--- src/rtl/wdg_rst_ctrl.sv ---
// Watchdog reset controller: stretches reset requests, records causes.
// Optional reset counter in RSR[23:16] built when WDG_RST_CNT_EN is defined.
module wdg_rst_ctrl #(
  parameter int HOLD_RST  = 16,
  parameter int BLANK_CYC = 2
) (
  input  logic        pclk,
  input  logic        presetn,
  input  logic        psel,
  input  logic        penable,
  input  logic        pwrite,
  input  logic [31:0] paddr,
  input  logic [31:0] pwdata,
  output logic [31:0] prdata,
  input  logic        wdg_rst,
  input  logic        wdg_int,
  output logic        sys_rst_n,
  output logic        irq
);

  typedef enum logic [1:0] {
    ASSERT,
    BLANK,
    IDLE
  } state_t;

  localparam logic [7:0] HOLD_INIT = 8'(HOLD_RST);
  localparam logic [7:0] BLANK_M1  = 8'(BLANK_CYC - 1);

  state_t     state;
  logic [7:0] cnt;
  logic [7:0] hold;
  logic       ie;
  logic       wdgrstf;
  logic       swrstf;
  logic       porf;
  logic [7:0] rstcnt;

  logic       wr;
  logic       rd;
  logic       sel_rcr;
  logic       sel_rsr;
  logic       swrst_req;
  logic       accept;
  logic [7:0] hold_wr;
  logic [31:0] rcr_val;
  logic [31:0] rsr_val;
  logic       unused_bits;

  assign wr        = psel & ~penable & pwrite;
  assign rd        = psel & ~penable & ~pwrite;
  assign sel_rcr   = (paddr == 32'h0000_0000);
  assign sel_rsr   = (paddr == 32'h0000_0004);
  assign swrst_req = wr & sel_rcr & pwdata[0];
  assign accept    = (state == IDLE) & (wdg_rst | swrst_req);
  assign hold_wr   = (pwdata[15:8] == 8'd0) ? 8'd1 : pwdata[15:8];
  assign irq       = wdg_int & ie;

  assign rcr_val = {16'd0, hold, 6'd0, ie, 1'b0};
  assign rsr_val = {8'd0, rstcnt, 13'd0, porf, swrstf, wdgrstf};

  assign unused_bits = ^{pwdata[31:16], pwdata[7:3]};

  // A shortened HOLD applies at once: >= lets an overrun counter exit.
  always_ff @(posedge pclk or negedge presetn) begin
    if (!presetn) begin
      state     <= ASSERT;
      cnt       <= 8'd0;
      sys_rst_n <= 1'b0;
    end else begin
      unique case (state)
        ASSERT: begin
          if (cnt >= hold - 8'd1) begin
            state     <= BLANK;
            cnt       <= 8'd0;
            sys_rst_n <= 1'b1;
          end else begin
            cnt <= cnt + 8'd1;
          end
        end
        BLANK: begin
          if (cnt >= BLANK_M1) begin
            state <= IDLE;
            cnt   <= 8'd0;
          end else begin
            cnt <= cnt + 8'd1;
          end
        end
        IDLE: begin
          if (accept) begin
            state     <= ASSERT;
            cnt       <= 8'd0;
            sys_rst_n <= 1'b0;
          end
        end
        default: begin
          state     <= ASSERT;
          cnt       <= 8'd0;
          sys_rst_n <= 1'b0;
        end
      endcase
    end
  end

  always_ff @(posedge pclk or negedge presetn) begin
    if (!presetn) begin
      ie      <= 1'b0;
      hold    <= HOLD_INIT;
      wdgrstf <= 1'b0;
      swrstf  <= 1'b0;
      porf    <= 1'b1;
    end else begin
      if (wr && sel_rcr) begin
        ie   <= pwdata[1];
        hold <= hold_wr;
      end
      if (wr && sel_rsr) begin
        wdgrstf <= (wdgrstf & ~pwdata[0]) | (accept & wdg_rst);
        swrstf  <= (swrstf & ~pwdata[1]) | (accept & swrst_req);
        porf    <= porf & ~pwdata[2];
      end else begin
        wdgrstf <= wdgrstf | (accept & wdg_rst);
        swrstf  <= swrstf | (accept & swrst_req);
      end
    end
  end

`ifdef WDG_RST_CNT_EN
  always_ff @(posedge pclk or negedge presetn) begin
    if (!presetn) begin
      rstcnt <= 8'd0;
    end else if (accept) begin
      if (rstcnt != 8'hff) rstcnt <= rstcnt + 8'd1;
    end else if (wr && sel_rsr && pwdata[31]) begin
      rstcnt <= 8'd0;
    end
  end
`else
  assign rstcnt = 8'd0;
`endif

  always_ff @(posedge pclk or negedge presetn) begin
    if (!presetn) begin
      prdata <= 32'd0;
    end else if (rd) begin
      unique case (1'b1)
        sel_rcr: prdata <= rcr_val;
        sel_rsr: prdata <= rsr_val;
        default: prdata <= 32'd0;
      endcase
    end
  end

endmodule

--- config.mk ---
export PLATFORM = sky130hd
export DESIGN_NAME = wdg_rst_ctrl
export DESIGN_NICKNAME = d
export VERILOG_FILES = /design/src/rtl/wdg_rst_ctrl.sv
export SDC_FILE = /design/constraint.sdc
export NUM_CORES = 1
export LEC_CHECK = 0
export ABC_AREA = 1
export CELL_PAD_IN_SITES_DETAIL_PLACEMENT = 0
export CELL_PAD_IN_SITES_GLOBAL_PLACEMENT = 1
export CORE_MARGIN = 4
export CORE_UTILIZATION = 26
export DETAILED_ROUTE_END_ITERATION = 12
export HOLD_SLACK_MARGIN = 0.03
export MAX_ROUTING_LAYER = met4
export PLACE_DENSITY_LB_ADDON = 0.1
export SYNTH_ARGS = -nofsm -noshare
export SYNTH_HDL_FRONTEND = slang
export SYNTH_SLANG_ARGS = --single-unit
--- constraint.sdc ---
create_clock -name pclk -period 2 [get_ports pclk]
set_clock_uncertainty 0.15 [all_clocks]
set_input_delay 0.4 -clock pclk [delete_from_list [all_inputs] [get_ports pclk]]
set_output_delay 0.4 -clock pclk [all_outputs]
set_load 0.03 [all_outputs]
# Word-level counts from Yosys, hierarchy flattened
# Index checks and enable logic that the tools add are counted.
[totals]
in_bits = 71
register_bits = 55
output_inout_bits = 34
wordCells = 64
[classes]
mux = 15
add_sub_neg = 2
reduce_logical = 7
n_eq_ne = 6
order_cmp = 2
bitwise = 23
[op_table]
columns = ["op", "n"]
rows = [
  ["32-bit by 3-bit == test with 1-bit output, second input constant", 1],
  ["32-bit zero test", 1],
  ["8-bit 2-to-1 mux", 4],
  ["16-bit case mux with 2 select lines", 1],
  ["8-bit case mux with 3 select lines", 1],
  ["1-bit bitwise AND", 12],
  ["8-bit by 1-bit adder with 8-bit output, second input constant", 1],
  ["8-bit by 1-bit greater-or-equal comparator with 1-bit output, second input constant", 1],
  ["8-bit greater-or-equal comparator", 1],
  ["8-bit zero test", 1],
  ["8-bit by 1-bit subtractor with 8-bit output, second input constant", 1],
  ["2-bit 2-to-1 mux", 3],
  ["2-bit != test, second input constant", 3],
  ["1-bit inverter", 6],
  ["2-bit case mux with 3 select lines", 1],
  ["3-bit AND reduction", 2],
  ["1-bit OR", 5],
  ["1-bit 2-to-1 mux", 4],
  ["1-bit case mux with 3 select lines", 1],
  ["2-bit by 1-bit == test with 1-bit output, second input constant", 1],
  ["2-bit == test, second input constant", 1],
  ["1-bit logical AND", 2],
  ["2-bit zero test", 1],
]

# Depth between registers and ports, before layout
[depth]
word_depth = 10
ltp_mapped = 14
depth_no_buf = 14

# Least setup slack after synthesis
# No wires, ideal clock.
[synth_path]
path_type = "flip-flop to flip-flop"
startpoint = "reg hold[0]"
endpoint = "reg cnt[4]"
path_buffers = 0
setup_time_ns = 0.127
arrival_time_ns = 1.915
setup_slack_ns = -0.192
synth_period_minus_slack_ns = 2.192
required_time_ns = 1.723
stages_incl_launch_ff = 15
path_cell_list = "dfrtp_1 > inv_1 > ha_1 > nand2_1 > nor3_1 > xor2_1 > inv_1 > ha_1 > nand2_1 > nor2_1 > nand2_1 > nand2_1 > nand2_1 > nand3b_1 > o21ai_0"
[synth_between]
elab_chain_cells = 4
[synth_lines]
columns = ["element", "line_no", "rtl"]
rows = [
  ["start, declared", "32", "logic [7:0] hold;"],
  ["start signal, assigned", "115", "hold <= hold_wr;"],
  ["8-bit by 1-bit subtractor with 8-bit output", "73", "if (cnt >= hold - 8'd1) begin"],
  ["8-bit greater-or-equal comparator", "73", ""],
  ["8-bit 2-to-1 mux", "73", ""],
  ["8-bit case mux with 3 select lines", "71", "unique case (state)"],
  ["end signal, assigned", "78", "cnt <= cnt + 8'd1;"],
  ["end signal, assigned", "86", "cnt <= cnt + 8'd1;"],
  ["end, declared", "31", "logic [7:0] cnt;"],
]
# No other way between the ends.
# A chain may end at the register's enable or synchronous reset.

# Final worst setup path
[layout_path]
startpoint = "reg hold[1]"
endpoint = "reg sys_rst_n"
[layout_between]
elab_chain_cells = 4
[layout_lines]
columns = ["element", "line_no", "rtl"]
rows = [
  ["8-bit by 1-bit subtractor with 8-bit output", "73", ""],
  ["8-bit greater-or-equal comparator", "73", ""],
  ["2-bit != test (no line)", "--", ""],
  ["3-bit AND reduction (no line)", "--", ""],
  ["end signal, assigned", "69", "sys_rst_n <= 1'b0;"],
  ["end signal, assigned", "76", "sys_rst_n <= 1'b1;"],
  ["end signal, assigned", "93", "sys_rst_n <= 1'b0;"],
  ["end, declared", "17", "output logic sys_rst_n,"],
]
# No other way between the ends.

==> run_results.csv <==
group,metric,value,unit
status,outcome,"finished with violations",
status,violations_in_the_final_reports,"setup timing",
place,gpl.final_weighted_congestion,0.775,
sta,setup_viol_count_final,11,
grt,grt_use_total,12.9,%
logic_synthesis,synth.lib_cells_used.distinct,32,
logic_synthesis,synth_seq_cells,34,
critical_path,timing.critical_path.cells,"inv_2, ha_4, nand2_4, nor3_4, xor2_1, inv_1, ha_4, nand2_2, nor2_2, nor2_2, buf_4, a21oi_4, nand2_1, nand2_1, nand2_1",
clock_tree,cts_inserted_buffers,5,
place,dp_cells,471,
clock_tree,htree_levels,2,
grt,via_count_of_the_first_global_routing_pass,2076,
critical_path,critPathRequiredTime,2.03,ns
sta,finalMaxSlewViolations,0,
grt,grt_pass1_wl,10100,um
critical_path,critPathMaxFanout,3,
sta,rsz0062_at_grt,"yes",
floorplan,design.die.area,0.0100,sq mm
routing,wl_per_cell,12.2,um
finish,syn2layout_area_growth,48.6,%
critical_path,worst_ep_arrival_time,2.29,ns
job,maxCapViolations,0,
routing,drtPass1Iterations,4,
clock_tree,clk_latency,0.29,ns
routing,viasPerCell,4.20,
clock_tree,clock_tree.root_cell,"sky130_fd_sc_hd__clkbuf_8",
finish,fill_cells,884,
critical_path,cp_slowest_cell,"sky130_fd_sc_hd__dfrtp_1",
clock_tree,cts.clk_slew.worst_paths,0.07,ns
sta,min_period,2.26,ns
power,static-leakage-power,1.63,nW
critical_path,crit_top_cell,"sky130_fd_sc_hd__nand2_1",
place,portBuffers,62,
critical_path,worst-path-buf-inv,3,
logic_synthesis,post_synth_inst_count,284,
finish,mostFrequentLayoutCells,"sky130_fd_sc_hd__nand2_1, sky130_fd_sc_hd__clkdlybuf4s50_1, sky130_fd_sc_hd__nor2_1, sky130_fd_sc_hd__dfrtp_1, sky130_fd_sc_hd__buf_4",
grt,global_route.overflow_total,0,
finish,seqCellArea,853,sq um
clock_tree,postCtsHoldBufs,0,
floorplan,placeable_area,0.00826,sq mm
critical_path,critPathKind,"reg -> reg",
finish,finish.net_count,462,
logic_synthesis,synth.yosys.warnings,0,
hold_path,class_of_the_tightest_hold_or_removal_check,"reg -> reg",
routing,initialDrtViolationCount,66,
sta,finalHoldWorstSlack,0.307,ns
finish,drive_gt1_share,19.0,%
sta,max_clock_freq,0.443,GHz
floorplan,die_y,100,um
floorplan,design.portCount,105,
floorplan,width_of_the_chip,100,um
sta,post-route-worst-setup-slack,-0.256,ns
floorplan,rows,33,
power,power_per_unit_of_standard_cell_area,632,mW/mm^2
logic_synthesis,syn-mean-instance-area,7.78,sq um
critical_path,timing.critical_path.from_type,"flip-flop",
routing,ant_nets,0,
place,post-dp-hpwl,4570,um
sta,finalHoldViolations,0,
critical_path,endpoint_kind,"flip-flop",
logic_synthesis,mapped_area,0.00221,sq mm
critical_path,crit_path_max_incr_delay,0.42,ns
finish,instances_no_fill,484,
clock_tree,clock_sink_count,34,
floorplan,initial_utilization,26.7,%
finish,diodes,0,
routing,detail_route.drc_violations,0,
logic_synthesis,synth_sequential_area_ratio,38.6,%
critical_path,critical_path.top_delay_family,"simple AND/OR/NAND/NOR gates",
clock_tree,cts_tree,"done",
grt,antenna_found_initial,0,
clock_tree,cts_buffer_depth,2,
finish,multi_input_gate_area_in_the_final_layout,0.00125,sq mm
power,vdd_drop_max,305,uV
grt,grt_max_degree,35,
routing,wirelength,5920,um
finish,layout_commonest_cell,"sky130_fd_sc_hd__nand2_1",
routing,num_vias,2034,
sta,period_share,113,%
cells in the mapped netlist (all sizes together):
cell type	n	area (sq um)
nor4	2	12.5
dfrtp	32	801
dfstp	2	52.6
nor2	38	164
nor3b	1	18.8
xnor2	2	17.5
buf	23	176
a2bb2oi	1	8.76
ha	12	150
conb	1	3.75
a21oi	8	51.3
a31oi	1	6.26
nand2	79	317
clkbuf	2	7.51
nand3	29	163
o21ai	10	53.8
o31ai	1	7.51
nor3	5	25.0
or2	1	6.26
xor2	5	43.8
inv	25	93.8
nand3b	3	22.5
nand4	1	6.26
cell type report:
class                   instances  share of cell area, %
multi-input cells             221                   38.2
repair buffers                 92                   26.5
flip-flops and latches         34                   26.0
well taps                     105                   4.00
inverters                      25                   2.86
clock inverters                 1                  0.229
clock buffers                   6                   2.21
stage by stage:
stage | utilization (%) | TNS, ns | worst slack [ns] | instance area, sq um | power [W]
finish | 39.7 | -2.22 | -0.256 | 3280 | 0.00208
global route | 39.7 | -4.47 | -0.425 | 3280 | 0.00224
CTS | 39.1 | -2.66 | -0.263 | 3230 | 0.00209
detailed placement | 37.4 | -4.02 | -0.418 | 3090 | 0.00152
global placement | 37.4 | -3.40 | -0.325 | 3090 | 0.00151
floorplan | - | -0.753 | -0.0933 | 2310 | 0.00128
path summary, 6_finish.rpt:
path | slack [ns] | cells past startpoint | start | to
setup / recovery | -0.26 | 15 | hold[1] | sys_rst_n
hold / removal | 0.31 | 2 | porf | porf
setup reg to reg | -0.26 | 15 | hold[1] | sys_rst_n
hold reg to reg | 0.31 | 2 | porf | porf
max in group asynchronous | 1.10 | 2 | presetn | hold[4]
min in group asynchronous | 0.33 | 2 | presetn | prdata[2]
worst reg2reg max path: stages (launching register included):
cell and delay, ns:
sky130_fd_sc_hd__dfrtp_1 0.42, sky130_fd_sc_hd__inv_2 0.09, sky130_fd_sc_hd__ha_4 0.15, sky130_fd_sc_hd__nand2_4 0.05, sky130_fd_sc_hd__nor3_4 0.11, sky130_fd_sc_hd__xor2_1 0.17
sky130_fd_sc_hd__inv_1 0.09, sky130_fd_sc_hd__ha_4 0.26, sky130_fd_sc_hd__nand2_2 0.05, sky130_fd_sc_hd__nor2_2 0.11, sky130_fd_sc_hd__nor2_2 0.06, sky130_fd_sc_hd__buf_4 0.14
sky130_fd_sc_hd__a21oi_4 0.13, sky130_fd_sc_hd__nand2_1 0.07, sky130_fd_sc_hd__nand2_1 0.06, sky130_fd_sc_hd__nand2_1 0.04
state kept, by name, summed over array words and instances (netlist names):
name       flops
ie             1
swrstf         1
hold           8
state          2
prdata        11
porf           1
wdgrstf        1
sys_rst_n      1
cnt            8
timing repair:
action                                  4_1_cts  5_1_grt
gates resized for setup                       7       11
pin swaps                                     8        3
endpoints found under the setup margin       11       11
setup buffers                                 4        1
gates cloned                                  1        0
report_power, final:
part           switching (W)  internal [W]
logic               0.000427      0.000322
clock network       0.000263      0.000239
registers          0.0000620      0.000763
logic make-up (layout without fill, tap and decap cells):
group | after synthesis | count (layout) | synth area share (%)
AND/OR/NAND/NOR | 159 | 160 | 33.3
flip-flops | 34 | 34 | 38.6
adder cells (fa/ha/maj) | 12 | 12 | 6.80
other | 1 | 21 | 0.170
buffers and inverters | 50 | 124 | 12.6
XOR/XNOR | 7 | 7 | 2.78
AO/OA/AOI/OAI | 21 | 21 | 5.78
routing by layer:
layer / GRT usage, % / vias up / routed length (um)
li1: - / 1056 / -
met1: 16.9 / 930 / 2690
met2: 20.7 / 43 / 2910
met3: 2.29 / 5 / 269
met4: 3.42 / 0 / 48
met5: - / - / 0
(Power assumes the default switching activity.)
